### src/rtl/crc_pkg.sv
`default_nettype none
// ============================================================================
// crc_pkg : shared types, presets and bit-level helpers for the CRC engine
// Rev 1.0
// ============================================================================
package crc_pkg;

  localparam int MAX_W = 64;

  typedef enum logic [1:0] {
    ST_IDLE  = 2'd0,
    ST_ACCUM = 2'd1,
    ST_HOLD  = 2'd2
  } crc_state_e;

  typedef struct packed {
    logic [6:0]  width;
    logic [63:0] poly;
    logic [63:0] init;
    logic        refin;
    logic        refout;
    logic [63:0] xorout;
  } crc_preset_t;

  localparam crc_preset_t CRC8_PRESET = '{
    width: 7'd8, poly: 64'h07, init: 64'h00,
    refin: 1'b0, refout: 1'b0, xorout: 64'h00
  };

  localparam crc_preset_t CRC16_CCITT_FALSE_PRESET = '{
    width: 7'd16, poly: 64'h1021, init: 64'hFFFF,
    refin: 1'b0, refout: 1'b0, xorout: 64'h0000
  };

  localparam crc_preset_t CRC32_PRESET = '{
    width: 7'd32, poly: 64'h04C1_1DB7, init: 64'hFFFF_FFFF,
    refin: 1'b1, refout: 1'b1, xorout: 64'hFFFF_FFFF
  };

  // Reverse the low w bits of v; bits at and above w come back zero.
  function automatic logic [63:0] rev_bits(input logic [63:0] v, input int w);
    logic [63:0] r;
    r = '0;
    for (int i = 0; i < MAX_W; i++) begin
      if (i < w) r[6'(i)] = v[6'(w - 1 - i)];
    end
    return r;
  endfunction

  // data_w serial MSB-first shifts of a crc_w-bit register, result masked to crc_w.
  function automatic logic [63:0] crc_step(input logic [63:0] crc,
                                           input logic [63:0] data,
                                           input logic [63:0] poly,
                                           input int          crc_w,
                                           input int          data_w);
    logic [63:0] r;
    logic        fb;
    r = crc;
    for (int i = 0; i < MAX_W; i++) begin
      if (i < data_w) begin
        fb = r[6'(crc_w - 1)] ^ data[6'(data_w - 1 - i)];
        r  = {r[62:0], 1'b0};
        if (fb) r = r ^ poly;
      end
    end
    for (int i = 0; i < MAX_W; i++) begin
      if (i >= crc_w) r[6'(i)] = 1'b0;
    end
    return r;
  endfunction

endpackage
`default_nettype wire

### src/rtl/crc_next_comb.sv
`default_nettype none
// ============================================================================
// crc_next_comb : combinational CRC register update for one DATA_W input word
// Rev 1.0
// ============================================================================
module crc_next_comb
  import crc_pkg::*;
#(
  parameter int               CRC_W  = 8,
  parameter int               DATA_W = 8,
  parameter logic [CRC_W-1:0] POLY   = CRC_W'(8'h07)
) (
  input  logic [CRC_W-1:0]  base,
  input  logic [DATA_W-1:0] word,
  output logic [CRC_W-1:0]  next
);

  always_comb begin
    next = CRC_W'(crc_step(64'(base), 64'(word), 64'(POLY), CRC_W, DATA_W));
  end

endmodule
`default_nettype wire

### src/rtl/crc_stream_engine.sv
`default_nettype none
// ============================================================================
// crc_stream_engine : streaming parametrised CRC with valid/ready input and held result
// Rev 1.0
// ============================================================================
module crc_stream_engine
  import crc_pkg::*;
#(
  parameter int               CRC_W  = 8,
  parameter int               DATA_W = 8,
  parameter logic [CRC_W-1:0] POLY   = CRC_W'(8'h07),
  parameter logic [CRC_W-1:0] INIT   = '0,
  parameter bit               REFIN  = 1'b0,
  parameter bit               REFOUT = 1'b0,
  parameter logic [CRC_W-1:0] XOROUT = '0
) (
  input  logic              clk,
  input  logic              rst_n,
  input  logic              clear,
  input  logic              in_valid,
  output logic              in_ready,
  input  logic [DATA_W-1:0] in_data,
  input  logic              in_last,
  output logic              crc_valid,
  input  logic              crc_ready,
  output logic [CRC_W-1:0]  crc_out,
  output logic              busy
);

  crc_state_e        state_q, state_d;
  logic [CRC_W-1:0]  crc_reg_q, crc_reg_d;
  logic              crc_valid_q, crc_valid_d;
  logic [CRC_W-1:0]  crc_out_q, crc_out_d;

  logic              accept;
  logic [DATA_W-1:0] word_in;
  logic [CRC_W-1:0]  step_base;
  logic [CRC_W-1:0]  step_next;
  logic [CRC_W-1:0]  final_crc;

  assign in_ready = ~clear & ((state_q != ST_HOLD) | crc_ready);
  assign accept   = in_valid & in_ready;
  assign busy     = (state_q == ST_ACCUM);
  assign crc_valid = crc_valid_q;
  assign crc_out   = crc_out_q;

  assign word_in   = REFIN ? DATA_W'(rev_bits(64'(in_data), DATA_W)) : in_data;
  // Only a frame in progress continues from the register; IDLE and a draining HOLD restart.
  assign step_base = (state_q == ST_ACCUM) ? crc_reg_q : INIT;

  crc_next_comb #(
    .CRC_W  (CRC_W),
    .DATA_W (DATA_W),
    .POLY   (POLY)
  ) u_next (
    .base (step_base),
    .word (word_in),
    .next (step_next)
  );

  assign final_crc = (REFOUT ? CRC_W'(rev_bits(64'(step_next), CRC_W)) : step_next) ^ XOROUT;

  always_comb begin
    state_d     = state_q;
    crc_reg_d   = crc_reg_q;
    crc_valid_d = crc_valid_q;
    crc_out_d   = crc_out_q;

    if (clear) begin
      state_d     = ST_IDLE;
      crc_reg_d   = INIT;
      crc_valid_d = 1'b0;
      crc_out_d   = '0;
    end else begin
      if ((state_q == ST_HOLD) && crc_ready) begin
        state_d     = ST_IDLE;
        crc_valid_d = 1'b0;
      end
      // A word accepted while HOLD drains starts the next frame in the same cycle.
      if (accept) begin
        crc_reg_d = step_next;
        if (in_last) begin
          state_d     = ST_HOLD;
          crc_valid_d = 1'b1;
          crc_out_d   = final_crc;
        end else begin
          state_d = ST_ACCUM;
        end
      end
    end
  end

  always_ff @(posedge clk or negedge rst_n) begin
    if (!rst_n) begin
      state_q     <= ST_IDLE;
      crc_reg_q   <= INIT;
      crc_valid_q <= 1'b0;
      crc_out_q   <= '0;
    end else begin
      state_q     <= state_d;
      crc_reg_q   <= crc_reg_d;
      crc_valid_q <= crc_valid_d;
      crc_out_q   <= crc_out_d;
    end
  end

endmodule
`default_nettype wire

### config.mk
export PLATFORM = sky130hd
export DESIGN_NAME = crc_stream_engine
export DESIGN_NICKNAME = d
export VERILOG_FILES = /design/src/rtl/crc_pkg.sv /design/src/rtl/crc_next_comb.sv /design/src/rtl/crc_stream_engine.sv
export SDC_FILE = /design/constraint.sdc
export NUM_CORES = 1
export LEC_CHECK = 0
export ABC_AREA = 1
export CAP_MARGIN = 10
export CORE_MARGIN = 2
export CORE_UTILIZATION = 45
export DETAILED_ROUTE_END_ITERATION = 8
export PLACE_DENSITY = 0.75
export SLEW_MARGIN = 10
export SYNTH_ARGS = -nofsm -noshare
export SYNTH_HDL_FRONTEND = slang
export SYNTH_SLANG_ARGS = --single-unit
export TNS_END_PERCENT = 5
### constraint.sdc
create_clock -name clk -period 1.4 [get_ports clk]
set_input_delay 0.35 -clock clk [delete_from_list [all_inputs] [get_ports clk]]
set_output_delay 0.35 -clock clk [all_outputs]
set_load 0.02 [all_outputs]
# Word level (Yosys, flattened, before mapping)

Cells that the tools add are included.

Register bits: 19
Word-level logic and storage cells: 54

Equality and inequality tests: 3
Muxes and demuxes: 22
Bitwise gates (word level): 20
Reduce and logical (&&, ||, !) cells: 5

Operators with widths:

| cell                                           | count |
|---|---|
| 2-to-1 mux 8 bit                               | 6 |
| 2-to-1 mux 3 bit                               | 8 |
| inverter 3 bit                                 | 8 |
| 2-to-1 mux 2 bit                               | 4 |
| bitwise XOR 1 bit                              | 8 |
| 2-to-1 mux 1 bit                               | 4 |
| nonzero test 2 bit                             | 2 |
| nonzero test 3 bit                             | 1 |
| bitwise AND 1 bit                              | 2 |
| == test 2 x 1 -> 1 bit (second input constant) | 1 |
| == test 2 bit (second input constant)          | 1 |
| != test 2 bit (second input constant)          | 1 |
| AND reduction 2 bit                            | 1 |
| logical AND 1 bit                              | 1 |
| inverter 1 bit                                 | 1 |
| OR 1 bit                                       | 1 |

# Depth between registers and ports, before layout

Gate-level depths: netlist of run 1.

Word-level depth: 21
Mapped depth: 12

# Hierarchy

Synthesis of run 1 repeated with hierarchy kept, for this count alone.

Cell total of the unflattened synthesis: 173
Area, all modules: 1218.7 µm²

Modules (own cells, without submodules):

| module            | times used | cells each | area each (µm²) | seq. area each (µm²) |
|---|---|---|---|---|
| crc_stream_engine | 1          | 116        | 928.4           | 475.5 |
| crc_next_comb     | 1          | 57         | 290.3           | 0.0 |

# Worst setup path before layout of run 1

Ideal clock, no wire load.

Kind: flip-flop to flip-flop
From: register state_q[0]
To: register crc_reg_q[6]
Setup time: 0.118 ns
Arrival time: 1.414 ns
Slack: -0.132 ns
Cell stages (with the launch flop): 10
Buffers on the path: 0
Path through: dfrtp_1 inv_2 nor2_4 nand2_1 xor2_1 inv_1 nand2_1 nand3_1 nand4_1 nand2_1

Word-level cells in the longest chain between the ends: 10
Elaborated cells on any way between the ends: 17
Classes of those cells: eq/ne: 2; mux: 6; bitwise: 8; reduce/logical: 1

Ends and longest elaborated chain:

| item                            | line                     | text |
|---|---|---|
| start: declaration              | crc_stream_engine.sv:30  | `crc_state_e state_q, state_d;` |
| start signal: assignment        | crc_stream_engine.sv:100 | `state_q <= state_d;` |
| == test 2 x 1 -> 1 bit (*)      | -                        |  |
| named net busy                  | crc_stream_engine.sv:27  | `output logic busy` |
| 2-to-1 mux 8 bit (*)            | crc_stream_engine.sv:49  | `assign step_base = (state_q == ST_ACCUM) ? crc_reg_q : INIT;` |
| bitwise XOR 1 bit               | crc_pkg.sv:61            | `fb = r[6'(crc_w - 1)] ^ data[6'(data_w - 1 - i)];` |
| 2-to-1 mux 3 bit                | crc_pkg.sv:63            | `if (fb) r = r ^ poly;` |
| inverter 3 bit (no source line) | -                        |  |
| 2-to-1 mux 3 bit                | crc_pkg.sv:63            |  |
| inverter 3 bit (no source line) | -                        |  |
| 2-to-1 mux 3 bit (*)            | crc_pkg.sv:63            |  |
| 2-to-1 mux 8 bit (*)            | crc_stream_engine.sv:80  | `if (accept) begin` |
| 2-to-1 mux 8 bit (*)            | crc_stream_engine.sv:69  | `if (clear) begin` |
| end signal: assignment          | crc_stream_engine.sv:101 | `crc_reg_q <= crc_reg_d;` |
| end: declaration                | crc_stream_engine.sv:31  | `logic [CRC_W-1:0] crc_reg_q, crc_reg_d;` |

The timed path passes the listed nets; every way through them passes the cells marked *. The select of a mux whose other input is x is not followed.
A chain may end at the register's enable or synchronous reset.

# Final worst setup path of run 1

From: register state_q[1]
To: register crc_reg_q[2]

Word-level cells in the longest chain between the ends: 10
Elaborated cells on any way between the ends: 23
Classes of those cells: eq/ne: 2; mux: 8; bitwise: 12; reduce/logical: 1

Ends and longest elaborated chain:

| item                                                                        | line |
|---|---|
| == test 2 x 1 -> 1 bit                                                      | crc_stream_engine.sv:49 |
| 2-to-1 mux 8 bit                                                            | crc_stream_engine.sv:49 |
| bitwise XOR 1 bit / inverter 3 bit (equally long branches)                  | - |
| 2-to-1 mux 3 bit                                                            | crc_pkg.sv:63 |
| bitwise XOR 1 bit / inverter 3 bit (equally long branches)                  | - |
| 2-to-1 mux 3 bit                                                            | crc_pkg.sv:63 |
| inverter 3 bit (no source line) / bitwise XOR 1 bit (equally long branches) | - |
| 2-to-1 mux 3 bit                                                            | crc_pkg.sv:63 |
| 2-to-1 mux 8 bit                                                            | crc_stream_engine.sv:80 |
| 2-to-1 mux 8 bit                                                            | crc_stream_engine.sv:69 |

Several ways; a longest one is shown, not always the timed one. The select of a mux whose other input is x is not followed.

==> summary.txt, run 1 <==
Clocking
  • CTS root buf: clkbuf_4
  • H-tree levels: 1
  • TritonCTS clock tree: yes
  • Clock slew at reported path FFs: 0.10 ns
  • CTS hold repair buffers: 0
  • Sink Count: 19
  • Clock Latency Late Sink: 0.29 ns
  • Clk buf depth: 2
  • TritonCTS Buffers: 3

Finish
  • Share of layout cells above drive strength 1: 0.2851
  • Area Growth Syn to Fin: 46.17%
  • Final core utilization: 0.6939
  • NumNets Final: 243
  • Cell area after layout: 0.001719 mm²
  • N_diodes: 0
  • Non-filler instance count after layout: 258

Yosys
  • Syn_nets: 191
  • Avg Cell Area, Syn: 6.645 µm²
  • FF+latch count, synth: 19
  • Sequential area share after synthesis: 0.4043
  • Top_reg_cell synth: dfrtp_1
  • Post-synth EDFFs: 0
  • Asr flop ratio synth: 1.000
  • Top cells by instance count after synthesis: nand2_1 (77), nand3_1 (23), inv_1 (22)
  • Main combinational cell family by area after synthesis: simple AND/OR/NAND/NOR gates
  • Post-Synthesis Cells: 177
  • Leading cell type by number of instances after synthesis: nand2_1
  • Area leader, netlist: dfrtp_1
  • Multiplexer share of the synthesized area: 0
  • Simple-gate share of the synthesized area: 0.4404
  • Top cells by area, synth: dfrtp_1 (40%), nand2_1 (25%), nand3_1 (9.8%), inv_1 (7.0%), nand4_1 (4.3%)
  • XOR/XNOR Fraction of Synth Area: 0.007447
  • Compound-Gate Fraction of Synth Area: 0.05532
  • Synth Warn #: 0
  • Yosys top cell area share: 0.4043
  • Post-synth cell types: 18
  • Cell Area, Synth: 0.001176 mm²
  • Post-Synth Adder-Cell Area: 0

Timing
  • Endpoints failing hold: 0
  • Worst setup margin: -0.1800 ns
  • Max Fclk: 632.9 MHz
  • Final hold slack: 0.3858 ns
  • Worst clock skew: 0.002114 ns
  • Tcrit/Tclk final: 1.129
  • Setup violators final: 18
  • Unrepaired setup endpoints after global routing: true
  • Slew Limit Fails: 0
  • Slew headroom: 0.8307
  • Post-route minimum period: 1.580 ns
  • Worst Tran Pin Value: 0.2540 ns

Drt
  • DRC Markers: 0
  • Initial DRC Count: 33
  • Pre-antenna DRT Iters: 4
  • Routed vias: 1349
  • Final wirelength: 3.262 mm
  • Number of routed nets with antenna violations: 0
  • Vias per cell: 5.229
  • WL/cell: 12.64 µm

Power
  • Clock power share: 0.178
  • Sw Ratio: 0.3655
  • PwrDens: 905.0 mW/mm²
  • Power Internal: 0.9871 mW
  • Psw: 0.5687 mW
  • Peak supply drop: 0.8105 mV
  • Total Power: 1.556 mW
  • Sequential share of power: 0.427
  • Leak: 0.9375 nW
  • Logic gate share of total power: 0.395

Floorplan
  • Die area: 0.003039 mm²
  • Die height: 55.13 µm
  • Core Region: 0.002477 mm²
  • # rows: 18
  • Ports: 25
  • Die width: 55.13 µm
  • Initial Utilization: 0.4747

Run status
  • Failing checks: setup timing
  • Outcome: finished, violations left

Placed design
  • Area of placed instances: 0.001622 mm²
  • DP Cell Count: 252
  • PortBufs: 24
  • Gpl congestion: 0.8290
  • Post-DP HPWL: 2.458 mm

Min path
  • Worst hold path type: primary input to async pin

Global routing
  • Initial antenna violation count: 0
  • First-pass GRT wire length: 5.257 mm
  • Vias in the first global route: 1279
  • Largest net degree at the start of global routing: 20
  • Global-route usage over all layers: 0.2466
  • GR Overflow Total: 0

Critical path
  • Path depth of the worst reg2reg path: 11
  • Reg2Reg Launch Point: state_q[1]
  • Crit path arrival time: 1.77 ns
  • Setup CP Type: register to register
  • CP Max Fanout: 5
  • Crit end category: register
  • RR Endpoint: crc_reg_q[2]
  • Worst EP required: 1.59 ns
  • FF-to-FF setup slack: -0.18 ns
  • Startpoint Class: register

Run
  • Max Cap Viol: 0
worst max-delay path by stage:
stage | startpoint | endpoint | slack, ns | depth (start not counted)
2_1_floorplan | state_q[0] | crc_reg_q[5] | -0.12 | 10
3_3_place_gp | crc_ready | in_ready | -0.50 | 4
3_5_place_dp | clear | in_ready | -0.55 | 5
4_1_cts | state_q[1] | busy | -0.20 | 2
5_1_grt | state_q[0] | in_ready | -0.27 | 5
6_report | state_q[1] | crc_reg_q[2] | -0.18 | 11
power groups by stage:
stage | Clock, mW | Combinational, mW | Sequential, mW
after floorplan | 0 | 0.274 | 0.704
final | 0.277 | 0.615 | 0.664
after detailed placement | 0 | 0.580 | 0.673
after global placement | 0 | 0.560 | 0.668
after global routing | 0.317 | 0.678 | 0.674
after CTS | 0.289 | 0.575 | 0.662
routing by layer:
layer | share of wire | vias up | global-route usage
li1 | - | 667 | -
met1 | 0.42 | 627 | 0.2881
met2 | 0.50 | 47 | 0.4246
met3 | 0.067 | 8 | 0.04839
met4 | 0.018 | 0 | 0.1301
met5 | 0 | - | 0
cells by family (layout without fill, tap and decap cells):
logic type | after synthesis | after routing
and+or+nand+nor | 117 | 117
xor gates and xnor gates | 1 | 1
buffers and inverters | 28 | 79
AOI/OAI and AO/OA | 12 | 12
DFF | 19 | 19
what timing repair did:
action | in CTS | in global routing
resized for setup | 27 | 24
gates cloned | 0 | 1
pin swaps | 3 | 6
setup endpoints to repair | 27 | 25
buffers inserted | 0 | 1
cell type report:
type	count	area, µm²
well taps	30	37.54
fillers	199	758.2
clock buffers	4	26.28
repair inverters	1	7.507
flip-flops and latches	19	476.7
multi-input cells	130	669.4
inverters	27	101.3
repair buffers	47	400.4
metrics by stage:
stage | worst slack (ns) | setup TNS, ns
after floorplan | -0.1207 | -1.193
after global placement | -0.4987 | -6.235
after detailed placement | -0.5532 | -7.396
after CTS | -0.2020 | -1.982
after global routing | -0.2691 | -4.182
final | -0.1800 | -2.351
registers in the layout, indices dropped and copies added (netlist names):
signal and cells:
crc_out 8, state_q 2, crc_valid 1, crc_reg_q 8
placed cells by master, fill, tap and decap left out, drive strengths merged:
cell / synthesis / routed
nand2: 82 / 82
inv: 27 / 27
buf: 0 / 25
nand3: 24 / 24
dfrtp: 19 / 19
clkdlybuf4s50: 0 / 13
o21ai: 9 / 9
nand4: 8 / 8
clkdlybuf4s15: 0 / 5
clkbuf: 1 / 5
dlygate4sd2: 0 / 3
a21oi: 2 / 2
nor2: 2 / 2
xor2: 1 / 1
nand3b: 1 / 1
o22ai: 1 / 1
clkinvlp: 0 / 1
critical path: stages, from the launching register on:
cell and delay (ns):
dfrtp_2 0.47, nor2_4 0.16, buf_4 0.16, nand2_1 0.06, nand2_1 0.09, nand3_2 0.12
nand2_4 0.11, nand2_1 0.05, nand2_1 0.05, nand2_1 0.07, nand3_1 0.08, nand2_1 0.06
Note: power is estimated with default switching activity, not from simulation.
==> run 2: changes to the inputs <==
--- a/config.mk
+++ b/config.mk
@@ -11,7 +11,7 @@
 export CORE_UTILIZATION = 45
 export DETAILED_ROUTE_END_ITERATION = 8
 export PLACE_DENSITY = 0.75
-export SLEW_MARGIN = 10
+export SLEW_MARGIN = 0
 export SYNTH_ARGS = -nofsm -noshare
 export SYNTH_HDL_FRONTEND = slang
 export SYNTH_SLANG_ARGS = --single-unit
==> results of run 2 <==
The final DEF is identical to that of run 1; final timing and power are the same.
==> run 3: changes to the inputs <==
--- a/config.mk
+++ b/config.mk
@@ -11,7 +11,7 @@
 export CORE_UTILIZATION = 45
 export DETAILED_ROUTE_END_ITERATION = 8
 export PLACE_DENSITY = 0.75
-export SLEW_MARGIN = 0
+export SLEW_MARGIN = 5
 export SYNTH_ARGS = -nofsm -noshare
 export SYNTH_HDL_FRONTEND = slang
 export SYNTH_SLANG_ARGS = --single-unit
==> results of run 3 <==
The final DEF is identical to that of run 1; final timing and power are the same.
